### config.mk
export PLATFORM = sky130hd
export DESIGN_NAME = nf1_cml_input_arbiter
export DESIGN_NICKNAME = d
export VERILOG_FILES = /design/src/rtl/nf1_cml_arb_pkg.sv /design/src/rtl/nf1_cml_axis_skid.sv /design/src/rtl/nf1_cml_input_arbiter.sv
export SDC_FILE = /design/constraint.sdc
export NUM_CORES = 1
export LEC_CHECK = 0
export ABC_AREA = 1
export CAP_MARGIN = 20
export CORE_AREA = 2 2 480 482
export CTS_CLUSTER_SIZE = 12
export DETAILED_ROUTE_END_ITERATION = 7
export DIE_AREA = 0 0 482 484
export PLACE_DENSITY = 0.39
export SYNTH_ARGS = -nofsm -noshare
export SYNTH_HDL_FRONTEND = slang
export SYNTH_SLANG_ARGS = --single-unit
### constraint.sdc
create_clock -name axis_aclk -period 14.4 [get_ports axis_aclk]
set_input_delay 4.32 -clock axis_aclk [delete_from_list [all_inputs] [get_ports axis_aclk]]
set_output_delay 4.32 -clock axis_aclk [all_outputs]
set_load 0.03 [all_outputs]
### src/rtl/nf1_cml_arb_pkg.sv
// Shared definitions for the NF1 CML input arbiter: queue count, tuser field layout,
// per-queue source-port identifiers and the arbiter FSM state type.
package nf1_cml_arb_pkg;

  localparam int NUM_QUEUES_DEF = 5;
  localparam int Q_IDX_W        = 3;

  // tuser field layout
  localparam int TUSER_LEN_LSB = 0;
  localparam int TUSER_LEN_W   = 16;
  localparam int TUSER_SRC_LSB = 16;
  localparam int TUSER_DST_LSB = 24;
  localparam int PORT_W        = 8;

  typedef logic [Q_IDX_W-1:0] q_idx_t;

  typedef enum logic {
    IDLE = 1'b0,
    PKT  = 1'b1
  } arb_state_e;

  // One-hot port identifiers: MAC0..3 on even bits, DMA on bit 1.
  function automatic logic [PORT_W-1:0] src_port_id(input q_idx_t q);
    case (q)
      3'd0:    return 8'h01;
      3'd1:    return 8'h04;
      3'd2:    return 8'h10;
      3'd3:    return 8'h40;
      3'd4:    return 8'h02;
      default: return 8'h00;
    endcase
  endfunction

endpackage

### src/rtl/nf1_cml_axis_skid.sv
// Two-entry AXI-Stream register slice. Upstream ready is a flop (= skid entry empty),
// so there is no combinational path from m_tready back to the producer.
module nf1_cml_axis_skid #(
  parameter int DATA_WIDTH  = 64,
  parameter int TUSER_WIDTH = 128
) (
  input  logic                    clk,
  input  logic                    rst,
  input  logic [DATA_WIDTH-1:0]   in_tdata,
  input  logic [DATA_WIDTH/8-1:0] in_tkeep,
  input  logic [TUSER_WIDTH-1:0]  in_tuser,
  input  logic                    in_tlast,
  input  logic                    in_tvalid,
  output logic                    in_tready,
  output logic [DATA_WIDTH-1:0]   m_tdata,
  output logic [DATA_WIDTH/8-1:0] m_tkeep,
  output logic [TUSER_WIDTH-1:0]  m_tuser,
  output logic                    m_tlast,
  output logic                    m_tvalid,
  input  logic                    m_tready
);

  localparam int PAY_W = DATA_WIDTH + DATA_WIDTH/8 + TUSER_WIDTH + 1;

  logic [PAY_W-1:0] in_pay;
  logic [PAY_W-1:0] out_pay;
  logic [PAY_W-1:0] skid_pay;
  logic             out_valid;
  logic             skid_valid;
  logic             ready_r;
  logic             in_fire;
  logic             out_free;
  logic             out_load;
  logic             skid_load;
  logic             out_valid_nxt;
  logic             skid_valid_nxt;

  assign in_pay   = {in_tdata, in_tkeep, in_tuser, in_tlast};
  assign in_fire  = in_tvalid & ready_r;
  assign out_free = ~out_valid | m_tready;

  // NOTE: every signal driven here gets a value before any condition, so no latch is inferred.
  always_comb begin
    out_load       = 1'b0;
    skid_load      = 1'b0;
    out_valid_nxt  = out_valid;
    skid_valid_nxt = skid_valid;
    if (out_free) begin
      out_load       = skid_valid | in_fire;
      out_valid_nxt  = skid_valid | in_fire;
      skid_valid_nxt = 1'b0;
    end else if (in_fire) begin
      skid_load      = 1'b1;
      skid_valid_nxt = 1'b1;
    end
  end

  // NOTE: state uses non-blocking assignments so every flop samples pre-edge values.
  always_ff @(posedge clk or posedge rst) begin
    if (rst) begin
      out_valid  <= 1'b0;
      skid_valid <= 1'b0;
      ready_r    <= 1'b0;
      out_pay    <= '0;
    end else begin
      out_valid  <= out_valid_nxt;
      skid_valid <= skid_valid_nxt;
      ready_r    <= ~skid_valid_nxt;
      if (out_load) out_pay <= skid_valid ? skid_pay : in_pay;
    end
  end

  // NOTE: skid payload is not reset; skid_valid alone says whether it holds a beat.
  always_ff @(posedge clk) begin
    if (skid_load) skid_pay <= in_pay;
  end

  assign {m_tdata, m_tkeep, m_tuser, m_tlast} = out_pay;
  assign m_tvalid  = out_valid;
  assign in_tready = ready_r;

endmodule

### src/rtl/nf1_cml_input_arbiter.sv
// Packet-granular round-robin merge of the MAC/DMA receive streams into one stream.
// Optional: define ARB_SRC_PORT_STAMP_EN to stamp the source port into tuser on first beats.
module nf1_cml_input_arbiter
  import nf1_cml_arb_pkg::*;
#(
  parameter int NUM_QUEUES  = NUM_QUEUES_DEF,
  parameter int DATA_WIDTH  = 64,
  parameter int TUSER_WIDTH = 128
) (
  input  logic                               axis_aclk,
  input  logic                               axis_reset,
  input  logic [NUM_QUEUES*DATA_WIDTH-1:0]   s_tdata,
  input  logic [NUM_QUEUES*DATA_WIDTH/8-1:0] s_tkeep,
  input  logic [NUM_QUEUES*TUSER_WIDTH-1:0]  s_tuser,
  input  logic [NUM_QUEUES-1:0]              s_tvalid,
  input  logic [NUM_QUEUES-1:0]              s_tlast,
  output logic [NUM_QUEUES-1:0]              s_tready,
  output logic [DATA_WIDTH-1:0]              m_tdata,
  output logic [DATA_WIDTH/8-1:0]            m_tkeep,
  output logic [TUSER_WIDTH-1:0]             m_tuser,
  output logic                               m_tvalid,
  output logic                               m_tlast,
  input  logic                               m_tready,
  output logic [2:0]                         arb_cur_q,
  output logic                               arb_busy
);

  localparam int KEEP_W = DATA_WIDTH/8;

  arb_state_e state, state_nxt;
  q_idx_t     last_grant, last_grant_nxt;
  q_idx_t     cur, cur_nxt;
  q_idx_t     cur_q_nxt;
  q_idx_t     sel;
  logic       sel_found;
  q_idx_t     grant_q;
  logic       grant_any;

  logic [DATA_WIDTH-1:0]  g_data;
  logic [KEEP_W-1:0]      g_keep;
  logic [TUSER_WIDTH-1:0] g_user;
  logic [TUSER_WIDTH-1:0] st_user;
  logic                   g_last;
  logic                   g_valid;
  logic                   in_valid;
  logic                   skid_ready;
  logic                   accept;

  // Round-robin scan starting just after the last queue to finish a packet.
  always_comb begin
    sel       = '0;
    sel_found = 1'b0;
    for (int k = 1; k <= NUM_QUEUES; k++) begin
      int     idx;
      q_idx_t cand;
      idx = int'(last_grant) + k;
      if (idx >= NUM_QUEUES) idx = idx - NUM_QUEUES;
      cand = q_idx_t'(idx);
      if (!sel_found && s_tvalid[cand]) begin
        sel       = cand;
        sel_found = 1'b1;
      end
    end
  end

  assign grant_q   = (state == PKT) ? cur : sel;
  assign grant_any = (state == PKT) | sel_found;

  always_comb begin
    g_data  = '0;
    g_keep  = '0;
    g_user  = '0;
    g_last  = 1'b0;
    g_valid = 1'b0;
    for (int q = 0; q < NUM_QUEUES; q++) begin
      if (grant_q == q_idx_t'(q)) begin
        g_data  = s_tdata[q*DATA_WIDTH +: DATA_WIDTH];
        g_keep  = s_tkeep[q*KEEP_W +: KEEP_W];
        g_user  = s_tuser[q*TUSER_WIDTH +: TUSER_WIDTH];
        g_last  = s_tlast[q];
        g_valid = s_tvalid[q];
      end
    end
  end

  always_comb begin
    s_tready = '0;
    if (grant_any) s_tready[grant_q] = skid_ready;
  end

  assign in_valid = grant_any & g_valid;
  assign accept   = in_valid & skid_ready;

`ifdef ARB_SRC_PORT_STAMP_EN
  logic first_beat;
  assign first_beat = (state == IDLE);

  always_comb begin
    st_user = g_user;
    if (first_beat) st_user[TUSER_SRC_LSB +: PORT_W] = src_port_id(grant_q);
  end
`else
  assign st_user = g_user;
`endif

  always_comb begin
    state_nxt      = state;
    last_grant_nxt = last_grant;
    cur_nxt        = cur;
    cur_q_nxt      = arb_cur_q;
    case (state)
      IDLE: begin
        if (accept) begin
          cur_q_nxt = sel;
          if (g_last) begin
            last_grant_nxt = sel;
          end else begin
            state_nxt = PKT;
            cur_nxt   = sel;
          end
        end
      end
      PKT: begin
        if (accept && g_last) begin
          state_nxt      = IDLE;
          last_grant_nxt = cur;
        end
      end
      default: state_nxt = IDLE;
    endcase
  end

  always_ff @(posedge axis_aclk or posedge axis_reset) begin
    if (axis_reset) begin
      state      <= IDLE;
      last_grant <= q_idx_t'(NUM_QUEUES - 1);
      cur        <= '0;
      arb_cur_q  <= '0;
    end else begin
      state      <= state_nxt;
      last_grant <= last_grant_nxt;
      cur        <= cur_nxt;
      arb_cur_q  <= cur_q_nxt;
    end
  end

  assign arb_busy = (state == PKT);

  nf1_cml_axis_skid #(
    .DATA_WIDTH  (DATA_WIDTH),
    .TUSER_WIDTH (TUSER_WIDTH)
  ) u_skid (
    .clk       (axis_aclk),
    .rst       (axis_reset),
    .in_tdata  (g_data),
    .in_tkeep  (g_keep),
    .in_tuser  (st_user),
    .in_tlast  (g_last),
    .in_tvalid (in_valid),
    .in_tready (skid_ready),
    .m_tdata   (m_tdata),
    .m_tkeep   (m_tkeep),
    .m_tuser   (m_tuser),
    .m_tlast   (m_tlast),
    .m_tvalid  (m_tvalid),
    .m_tready  (m_tready)
  );

endmodule
# Yosys cells after proc, flatten, opt, wreduce, memory -nomap -nowiden
# Cells that the tools add are included.
[totals]
ff_bits = 415
inputBits = 1013
out_inout_bits = 211
elab_cells = 130
[op_classes]
add_sub_neg = 10
order_cmp = 12
eq_ne = 7
mux = 68
bitwise = 10
n_reduce_logical = 14
[ops]
columns = ["operator", "count"]
rows = [
  ["two-way mux 128 bit", 5],
  ["two-way mux 64 bit", 5],
  ["two-way mux 201 bit", 1],
  ["two-way mux 3 bit", 14],
  ["two-way mux 8 bit", 5],
  ["two-way mux 1 bit", 29],
  ["less-than comparator 3 x 4 -> 1 bit (second input constant)", 6],
  [">= comparator 4 x 3 -> 1 bit (second input constant)", 5],
  ["binary-select mux 1 bit (select 3 bit)", 5],
  ["subtractor 3 bit (second input constant)", 5],
  ["adder 3 x 2 -> 4 bit (second input constant)", 2],
  ["adder 3 x 3 -> 4 bit (second input constant)", 2],
  ["== test 3 x 2 -> 1 bit (second input constant)", 2],
  ["logical AND 1 bit", 6],
  ["one-hot mux 3 bit (2 select lines)", 1],
  ["AND reduction 3 bit", 2],
  ["bitwise AND 5 bit", 1],
  ["two-way mux 5 bit", 1],
  ["adder 3 x 1 -> 4 bit (second input constant)", 1],
  ["zero test 1 bit", 4],
  ["!= test 2 bit (second input constant)", 2],
  ["inverter 1 bit", 4],
  ["demux 1 bit (select 3 bit)", 1],
  ["== test 3 x 1 -> 1 bit (second input constant)", 1],
  ["8 further kinds", 11],
]

# Logic depth before layout (Yosys ltp)
# Gate-level depths: netlist of the first run.
[depth]
ltp_word = 30
mapped_depth = 32
ltp_nobuf = 30

# Cells and area by module
# A second synthesis of the first run with hierarchy kept.
[unflattened]
cells_unflattened = 3530
hier_area_um2 = 25181.7
[modules_own_cells]
columns = ["mod", "instances", "cells_per_inst", "area_each_um2"]
rows = [
  ["nf1_cml_axis_skid", 1, 1732, 16498.3],
  ["nf1_cml_input_arbiter", 1, 1798, 8683.3],
]

# Worst setup path after synthesis of the first run
# OpenSTA, ideal clock, no wires.
[synth_timing]
path_type = "input -> register"
startpoint = "in s_tvalid[1]"
endpoint = "reg u_skid.skid_pay[0], enable pin"
t_arrival_ns = 14.083
slack_ns = -0.449
cell_stages = 18
n_path_buf = 1
path_cell_list = "nand3_1 > nand3_1 > nand2_1 > nand2_1 > nand2_1 > nand3_2 > nor2_4 > nand3_1 > nand3_1 > o21bai_1 > buf_6 > nor2_1 > nand2_1 > inv_2 > nor2_1 > nand3_1 > nand2_2 > nor2_1"
[synth_between]
elab_chain_len = 26
word_cells_on_any_way = 44
cone_classes = "eq/ne: 4; mux: 28; bitwise: 3; reduce/logical: 9"
[synth_rtl]
columns = ["element", "line_no", "source"]
rows = [
  ["start, declared", "nf1_cml_input_arbiter.sv:15", "input logic [NUM_QUEUES-1:0] s_tvalid,"],
  ["binary-select mux 1 bit (select 3 bit)", "nf1_cml_input_arbiter.sv:59", "if (!sel_found && s_tvalid[cand]) begin"],
  ["two-way mux 1 bit (implied by the code)", "nf1_cml_input_arbiter.sv:59", ""],
  ["two-way mux 1 bit", "nf1_cml_input_arbiter.sv:59", ""],
  ["zero test 1 bit", "nf1_cml_input_arbiter.sv:59", ""],
  ["logical AND 1 bit", "nf1_cml_input_arbiter.sv:59", ""],
  ["two-way mux 1 bit", "nf1_cml_input_arbiter.sv:59", ""],
  ["zero test 1 bit", "nf1_cml_input_arbiter.sv:59", ""],
  ["logical AND 1 bit", "nf1_cml_input_arbiter.sv:59", ""],
  ["[... 7 more ...]", "--", ""],
  ["two-way mux 3 bit", "nf1_cml_input_arbiter.sv:66", "assign grant_q = (state == PKT) ? cur : sel;"],
  ["zero test 3 bit", "nf1_cml_input_arbiter.sv:76", "if (grant_q == q_idx_t'(q)) begin"],
  ["two-way mux 1 bit (5 in series)", "nf1_cml_input_arbiter.sv:76", ""],
  ["bitwise AND 1 bit (*)", "nf1_cml_input_arbiter.sv:91", "assign in_valid = grant_any & g_valid;"],
  ["bitwise AND 1 bit (*)", "nf1_cml_axis_skid.sv:39", "assign in_fire = in_tvalid & ready_r;"],
  ["two-way mux 1 bit (*)", "nf1_cml_axis_skid.sv:52", "end else if (in_fire) begin"],
  ["two-way mux 1 bit (*)", "nf1_cml_axis_skid.sv:48", "if (out_free) begin"],
  ["net u_skid.skid_load", "nf1_cml_axis_skid.sv:34", "logic skid_load;"],
  ["end signal, assigned", "nf1_cml_axis_skid.sv:75", "if (skid_load) skid_pay <= in_pay;"],
  ["end, declared", "nf1_cml_axis_skid.sv:27", "logic [PAY_W-1:0] skid_pay;"],
]
# The timed path passes the listed nets; every way through them passes the cells marked *. The select of a mux whose other input is x is not followed.
# A chain may end at the register's enable or synchronous reset.

# Worst setup path after layout of the first run
[layout_timing]
startpoint = "in s_tvalid[0]"
endpoint = "out s_tready[2]"
[layout_between]
elab_chain_len = 22
word_cells_on_any_way = 37
cone_classes = "order compare: 2; mux: 24; bitwise: 2; reduce/logical: 9"
[layout_rtl]
columns = ["element", "line_no", "source"]
rows = [
  ["binary-select mux 1 bit (select 3 bit)", "nf1_cml_input_arbiter.sv:59", ""],
  ["two-way mux 1 bit (implied by the code)", "nf1_cml_input_arbiter.sv:59", ""],
  ["two-way mux 1 bit", "nf1_cml_input_arbiter.sv:59", ""],
  ["zero test 1 bit", "nf1_cml_input_arbiter.sv:59", ""],
  ["logical AND 1 bit", "nf1_cml_input_arbiter.sv:59", ""],
  ["two-way mux 1 bit", "nf1_cml_input_arbiter.sv:59", ""],
  ["zero test 1 bit", "nf1_cml_input_arbiter.sv:59", ""],
  ["logical AND 1 bit", "nf1_cml_input_arbiter.sv:59", ""],
  ["[... 6 more ...]", "--", ""],
  ["two-way mux 3 bit", "nf1_cml_input_arbiter.sv:59", ""],
  ["two-way mux 3 bit", "nf1_cml_input_arbiter.sv:66", ""],
  ["less-than comparator 3 x 4 -> 1 bit (implied by the code) / >= comparator 3 x 1 -> 1 bit (equally long branches)", "nf1_cml_input_arbiter.sv:88", "if (grant_any) s_tready[grant_q] = skid_ready;"],
  ["logical AND 1 bit (implied by the code)", "nf1_cml_input_arbiter.sv:88", ""],
  ["two-way mux 1 bit (implied by the code)", "nf1_cml_input_arbiter.sv:88", ""],
  ["demux 1 bit (select 3 bit)", "nf1_cml_input_arbiter.sv:88", ""],
  ["bitwise AND 5 bit (no line)", "--", ""],
  ["two-way mux 5 bit (*)", "nf1_cml_input_arbiter.sv:88", ""],
  ["end, declared", "nf1_cml_input_arbiter.sv:17", "output logic [NUM_QUEUES-1:0] s_tready,"],
]
# Mark *: on every way between the ends. The rest lies on a longest branch, timed or not. The select of a mux whose other input is x is not followed.

==> metrics.yaml, run 1 <==
status: "complete, no violations"
critPathLaunchType: "input port"
cts_buffer_depth: 3
hold_start: "u_skid.out_pay[176]$_DFFE_PP0P_"
drt-initial-drc-count: 1855
grt.total_usage_pct: 17.2
final_nets: 6453
fin_tns_setup_ps: 0
path_delay_family: "simple AND/OR/NAND/NOR gates"
drtPass1Iterations: 5
finalCriticalPeriod_ps: 12460
path_cells: "clkdlybuf4s50_1, inv_1, nand2_1, nand3_1, nand3_1, nand2_1, nand3_1, nor2_1, nor2_1, nand3_2, a21oi_4, nand3_4, nor2_1, clkdlybuf4s50_1"
layout-drive-gt1-share_pct: 3.40
crit_path_top_delay_cell: "clkdlybuf4s50_1"
endpoint_kind: "primary output"
wire_per_inst_um: 24.5
via_per_inst: 3.88
synth_fp_nets: 5376
ys_warn_count: 0
antenna_left: 0
numCtsBuffers: 60
synth_area_um2: 28900
grt_pass1_wl_um: 280000
vias: 33100
min_path_type: "flip-flop to flip-flop"
synth_area_per_cell_um2: 6.64
crit_arrival_ps: 8140
p_leak_nw: 20.8
place_congestion: 0.887
cts_hold_repair.buffers: 0
cts_tree: "done"
die-area_um2: 233000
final_util_pct: 20.3
seq_area_frac_synth_pct: 39.4
die_y_um: 484
syn_inst: 4352
worstMarginPinSlew_ps: 1260
finalMaxSlewViolations: 0
pin_count: 1224
cts.clk_slew.worst_paths_ps: 50
layout_common_cells: "nand2_1, clkdlybuf4s50_1, inv_1"
port_buffers: 1223
dp_hpwl_um: 163000
fmax_mhz: 80.2
drt_wl_total_um: 209000
synth_cell_types: 40
final_common_cell: "nand2_1"
period_share_pct: 86.5
layout.cells.non_filler: 8532
antenna_found_initial: 94
fp.dieW_um: 482
rows: 176
cts_max_level: 2
clock_skew_ps: 29.8
insertion_delay_ps: 700
relSlewSlack_pct: 16.1
finalHoldViolations: 0
crit_buf_inv: 3
clock-root-buffer: "clkbuf_16"
gr-total-overflow: 0
grt_max_degree: 116
rsz0062_at_grt: "no"
dp.cells: 8393
whs_ps: 472
setup_viol_count_final: 0
peakVddDrop_mv: 0.362
r2r-start: "last_grant[0]$_DFFE_PP0P_"
fin_total_pwr_mw: 13.5
remaining_drc_errors: 0
synth_seq_cells: 415
cap_violations: 0
max_stage_delay_ps: 700
grt_pass1_vias: 33500
critical_path_class: "input port to primary output"
power_density_nw_per_um2: 291
post_cts.repair.setup_buffers: 0
synthToLayoutAreaGrowth_pct: 60.5
cp-startpoint: "s_tvalid[0]"
cp_max_fo: 24
start_util_pct: 12.6
critPathRequiredTime_ps: 10080
clkSinkCount: 415
cts_resized: 0
design.core.area_um2: 229000
[power by group]
part,internal [mW],total [mW],switching (mW)
sequential,2.19,2.43,0.246
combinational,2.77,9.50,6.73
clock,0.908,1.56,0.650
[cell usage after synthesis, drive strengths merged]
| master | count | area [um^2] |
|---|---|---|
| nand3 | 330 | 1680 |
| nor3 | 1 | 5.00 |
| o211ai | 3 | 22.5 |
| o21ai | 292 | 1470 |
| o21bai | 1 | 7.51 |
| nand3b | 4 | 30.0 |
| a21oi | 20 | 126 |
| buf | 84 | 473 |
| and2 | 79 | 494 |
| xor2 | 2 | 25.0 |
| xnor2 | 1 | 8.76 |
| inv | 676 | 2540 |
| a21boi | 88 | 661 |
| or2 | 169 | 1060 |
| dfrtp | 213 | 5330 |
| fa | 1 | 20.0 |
| ha | 10 | 125 |
| dfstp | 1 | 26.3 |
| nand2 | 1363 | 5130 |
| clkbuf | 179 | 698 |
| nand4 | 210 | 1320 |
| edfxtp | 201 | 6040 |
| nor2 | 424 | 1600 |
[metal layers]
| metal | share of wire [%] | vias up | track usage, % |
|---|---|---|---|
| met5 | 0.11 | - | 0 |
| met4 | 3.7 | 36 | 5.81 |
| met3 | 7.1 | 271 | 4.55 |
| met2 | 49 | 1298 | 30.6 |
| met1 | 40 | 15700 | 19.7 |
| li1 | - | 15800 | - |
[cell type report]
| type | instances | area, um^2 |
|---|---|---|
| fill | 26000 | 182000 |
| multi-input combinational | 2998 | 13900 |
| timing repair buffer | 1278 | 12700 |
| sequential | 415 | 11400 |
| tap | 3026 | 3790 |
| inverter | 676 | 2570 |
| clock buffer | 93 | 1730 |
| clock inverter | 18 | 246 |
| antenna | 28 | 70.1 |
[per-stage QoR]
stage / setup WS, ps / cell area, um^2
after global placement: 1920 / 44300
after detailed placement: 1970 / 44300
final: 1940 / 46400
after CTS: 1970 / 46300
after global routing: 1730 / 46300
after floorplan: 2960 / 28900
[kinds of logic after synthesis]
family                   share of synthesized area (%)
AND/OR/NAND/NOR                                   39.2
buffers and inverters                             12.8
flip-flops                                        39.4
AO/OA/AOI/OAI                                     7.91
adder cells (fa/ha/maj)                          0.503
XOR/XNOR                                         0.117
[path summary, 6_finish.rpt]
kind                                                   end  slack (ps)  cells past startpoint
min in group asynchronous  u_skid.out_pay[138]$_DFFE_PP0P_        4080                      2
max reg2reg                  u_skid.skid_pay[33]$_DFFE_PP_        6620                     25
max                                            s_tready[2]        1940                     14
min reg2reg                u_skid.out_pay[176]$_DFFE_PP0P_         470                      2
min                        u_skid.out_pay[176]$_DFFE_PP0P_         470                      2
max in group asynchronous   u_skid.out_pay[32]$_DFFE_PP0P_        8260                      4
[flip-flops by register name, summed over array words and instances (netlist names)]
signal	flops
u_skid.skid_valid	1
arb_busy	1
arb_cur_q	3
u_skid.out_pay	201
u_skid.m_tvalid	1
last_grant	3
u_skid.skid_pay	201
u_skid.in_tready	1
cur	3
[tightest hold or removal path, stage by stage (launching register included)]
cell	delay [ps]
dfrtp_1	330
nand2_1	50
nand2_1	50
No activity file was read; power rests on OpenSTA's default activity.
==> run 2: changes to the inputs <==
--- a/config.mk
+++ b/config.mk
@@ -11,6 +11,7 @@
 export CTS_CLUSTER_SIZE = 12
 export DETAILED_ROUTE_END_ITERATION = 7
 export DIE_AREA = 0 0 482 484
+export HOLD_SLACK_MARGIN = 0.03
 export PLACE_DENSITY = 0.39
 export SYNTH_ARGS = -nofsm -noshare
 export SYNTH_HDL_FRONTEND = slang
==> results of run 2 <==
No change in the layout: final DEF, timing and power equal those of run 1.
==> run 3: changes to the inputs <==
--- a/config.mk
+++ b/config.mk
@@ -5,12 +5,12 @@
 export SDC_FILE = /design/constraint.sdc
 export NUM_CORES = 1
 export LEC_CHECK = 0
-export ABC_AREA = 1
+export ABC_AREA = 0
 export CAP_MARGIN = 20
-export CORE_AREA = 2 2 480 482
+export CORE_AREA = 2 2 483 485
 export CTS_CLUSTER_SIZE = 12
 export DETAILED_ROUTE_END_ITERATION = 7
-export DIE_AREA = 0 0 482 484
+export DIE_AREA = 0 0 485 487
 export HOLD_SLACK_MARGIN = 0.03
 export PLACE_DENSITY = 0.39
 export SYNTH_ARGS = -nofsm -noshare
==> constraint.sdc (replaced) <==
create_clock -name axis_aclk -period 14.4 [get_ports axis_aclk]
set_input_delay 4.32 -clock axis_aclk [delete_from_list [all_inputs] [get_ports axis_aclk]]
set_output_delay 4.32 -clock axis_aclk [all_outputs]
set_load 0.02 [all_outputs]
==> metrics.yaml, run 3 <==
status: "complete, no violations"  # unchanged
top_regs: "u_skid.out_pay x201, u_skid.skid_pay x201"  # unchanged
insertion_delay_ps: 710  # was 700 ps
crit_arrival_ps: 8800  # was 8140 ps
synth_area_um2: 29900  # was 28,900 um^2
antenna_left: 0  # unchanged
final_nets: 5323  # was 6,453
post_cts.repair.setup_buffers: 0  # unchanged
grt.total_usage_pct: 16.2  # was 17.2%
final_common_cell: "clkdlybuf4s50_1"  # was nand2_1
yosysTopAreaCell: "edfxtp_1"  # unchanged
synth_fp_nets: 4333  # was 5,376
cts_hold_repair.buffers: 0  # unchanged
antenna_found_initial: 124  # was 94
place_congestion: 0.847  # was 0.887
seq_area_frac_synth_pct: 38.0  # was 39.4%
worstMarginPinSlew_ps: 1090  # was 1260 ps
max_stage_delay_ps: 780  # was 700 ps
gr-total-overflow: 0  # unchanged
synth_cell_types: 88  # was 40
finalMaxSlewViolations: 0  # unchanged
setup_ws_ps: 1280  # was 1940 ps
wl_met3_um: 17800  # was 14,800 um
via_per_inst: 4.30  # was 3.88
port_buffers: 1223  # unchanged
grt_max_degree: 145  # was 116
drt-initial-drc-count: 1997  # was 1,855
design.core.area_um2: 231000  # was 229,000 um^2
critPathRequiredTime_ps: 10080  # about the same
m1WireLength_um: 78100  # was 83,700 um
path_cells: "clkdlybuf4s50_1, mux4_2, and4_1, a31oi_4, nand2_2, nor4_2, nand3_1, o211ai_4, o211ai_1, nor3_1, clkdlybuf4s50_1"  # was clkdlybuf4s50_1, inv_1, nand2_1, nand3_1, nand3_1, nand2_1, nand3_1, nor2_1, nor2_1, nand3_2, a21oi_4, nand3_4, nor2_1, clkdlybuf4s50_1
synth_area_per_cell_um2: 9.05  # was 6.64 um^2
start_util_pct: 12.9  # was 12.6%
syn_inst: 3309  # was 4,352
rsz0062_at_grt: "no"  # unchanged
layout_common_cells: "clkdlybuf4s50_1, nor2_1, o21ai_0"  # was nand2_1, clkdlybuf4s50_1, inv_1
critPathLaunchType: "input port"  # unchanged
synth_edf_count: 201  # unchanged
fmax_mhz: 76.2  # was 80.2 MHz
critical_path_class: "input port to primary output"  # unchanged
synthArstFlopShare_pct: 51.6  # unchanged
netlist_top_cells_area: "edfxtp_1, dfrtp_1, mux2i_1"  # was edfxtp_1, dfrtp_1, nand2_1
die_y_um: 487  # was 484 um
cap_violations: 0  # unchanged
min_path_type: "flip-flop to flip-flop"  # unchanged
yosysTopAreaCellShare_pct: 20.2  # was 20.9%
endpoint_kind: "primary output"  # unchanged
pin_count: 1224  # unchanged
dp_slack_ps: 1270  # was 1970 ps
drt_wl_total_um: 202000  # was 209,000 um
grt_pass1_wl_um: 272000  # was 280,000 um
numCtsBuffers: 60  # unchanged
cts.clk_slew.worst_paths_ps: 60  # was 50 ps
drtPass1Iterations: 5  # unchanged
period_share_pct: 91.1  # was 86.5%
grt_pass1_vias: 31900  # was 33.5k
clock-root-buffer: "clkbuf_16"  # unchanged
clock_skew_ps: 33.4  # was 29.8 ps
wire_per_inst_um: 27.1  # was 24.5 um
cp_max_fo: 12  # was 24
vias: 32000  # was 33.1k
relSlewSlack_pct: 26.4  # was 16.1%
crit_path_top_delay_cell: "clkdlybuf4s50_1"  # unchanged
yosysMostFrequentCell: "nor2_1"  # was nand2_1
finalCriticalPeriod_ps: 13120  # was 12,460 ps
fin_tns_setup_ps: 0  # unchanged
setup_viol_count_final: 0  # unchanged
rows: 177  # was 176
path_common_cell: "clkdlybuf4s50_1"
synth_seq_cells: 415  # unchanged
ys.flop_type: "dfrtp_1"  # unchanged
layout-drive-gt1-share_pct: 4.23  # was 3.40%
clkSinkCount: 415  # unchanged
remaining_drc_errors: 0  # unchanged
dp_hpwl_um: 151000  # was 163,000 um
wl_met2_um: 99200  # was 103,000 um
ys_warn_count: 0  # unchanged
finalHoldViolations: 0  # unchanged
fp.dieW_um: 485  # was 482 um
cts_max_level: 2  # unchanged
die-area_um2: 236000  # was 233,000 um^2
cts_resized: 0  # unchanged
cts_tree: "done"  # unchanged
top_layer: "met5"  # unchanged
cts_buffer_depth: 3  # unchanged
synthToLayoutAreaGrowth_pct: 56.9  # was 60.5%
synthTopCellsByCount: "nor2_1, o21ai_0, nand3_1, dfrtp_1, inv_1"  # was nand2_1, inv_1, nor2_1, nand3_1, o21ai_0
==> run 3: cell count changes after synthesis, moves of 105 or more <==
cell / delta
inv_1: -460
nand2b_1: +118
a21o_1: +111
o31ai_1: +107
nand3_1: -110
nand4_1: -209
mux2i_1: +204
a2bb2oi_1: +106
nand2_1: -1336
o22a_1: +188
a31o_1: +105
==> run 3: logic make-up after synthesis <==
| logic type | count (synthesis) | synth area share, % |
|---|---|---|
| muxes | 215 | 7.34 |
| and+or+nand+nor | 723 | 11.5 |
| DFF | 415 | 38.0 |
| adders and majority gates | 11 | 0.485 |
| AOI/OAI and AO/OA | 1387 | 34.3 |
| buffers and inverters | 555 | 8.26 |
| xor gates and xnor gates | 3 | 0.0877 |
==> run 3: worst paths after layout <==
kind / cells past startpoint / endpoint / from / slack (ps)
worst max-delay path: 11 / s_tready[0] / s_tvalid[2] / 1280
worst min-delay path: 1 / cur[2]$_DFFE_PP0P_ / cur[2]$_DFFE_PP0P_ / 500
worst max register to register: 15 / u_skid.skid_pay[152]$_DFFE_PP_ / last_grant[1]$_DFFE_PP0P_ / 6970
worst min register to register: 1 / cur[2]$_DFFE_PP0P_ / cur[2]$_DFFE_PP0P_ / 500
max in group asynchronous: 4 / u_skid.out_pay[147]$_DFFE_PP0P_ / axis_reset / 8060
min in group asynchronous: 2 / u_skid.out_pay[194]$_DFFE_PP0P_ / axis_reset / 4140
==> run 3: cell type report <==
| type | instances | area (um^2) |
|---|---|---|
| clock inverter | 17 | 176 |
| timing repair buffer | 1271 | 12800 |
| tap | 3043 | 3810 |
| inverter | 212 | 811 |
| antenna | 46 | 115 |
| clock buffer | 96 | 1750 |
| multi-input combinational | 2339 | 16200 |
| sequential | 415 | 11400 |
| fill | 25600 | 184000 |
==> run 3: through the flow <==
| stage | std cells | utilization [%] | hold WS, ps | instance area (um^2) |
|---|---|---|---|---|
| after floorplan | 3309 | - | 465 | 30000 |
| after global routing | 7412 | 20.3 | 522 | 46900 |
| after CTS | 7393 | 20.3 | 506 | 46900 |
| after detailed placement | 7280 | 19.4 | 488 | 45000 |
| after global placement | 7280 | 19.4 | 479 | 45000 |
| final | 7439 | 20.3 | 503 | 47000 |
==> run 3: layer usage <==
metal  global-route usage, %  vias to the layer above
met5                       0                        -
met4                    4.55                       86
met3                    5.74                      297
met2                    28.5                     1261
met1                    18.4                    15700
li1                        -                    14600
==> run 3: critical path, delay by kind of cell <==
family / cells / cell delay, ps
multiplexers: 1 / 560
AO/OA/AOI/OAI: 3 / 890
buffers and inverters: 2 / 1460
AND/OR/NAND/NOR: 5 / 1550
Power of run 3 is left out: the tool's default activity adds up to more than one toggle a clock period on the data nets, which glitch-free logic cannot reach.
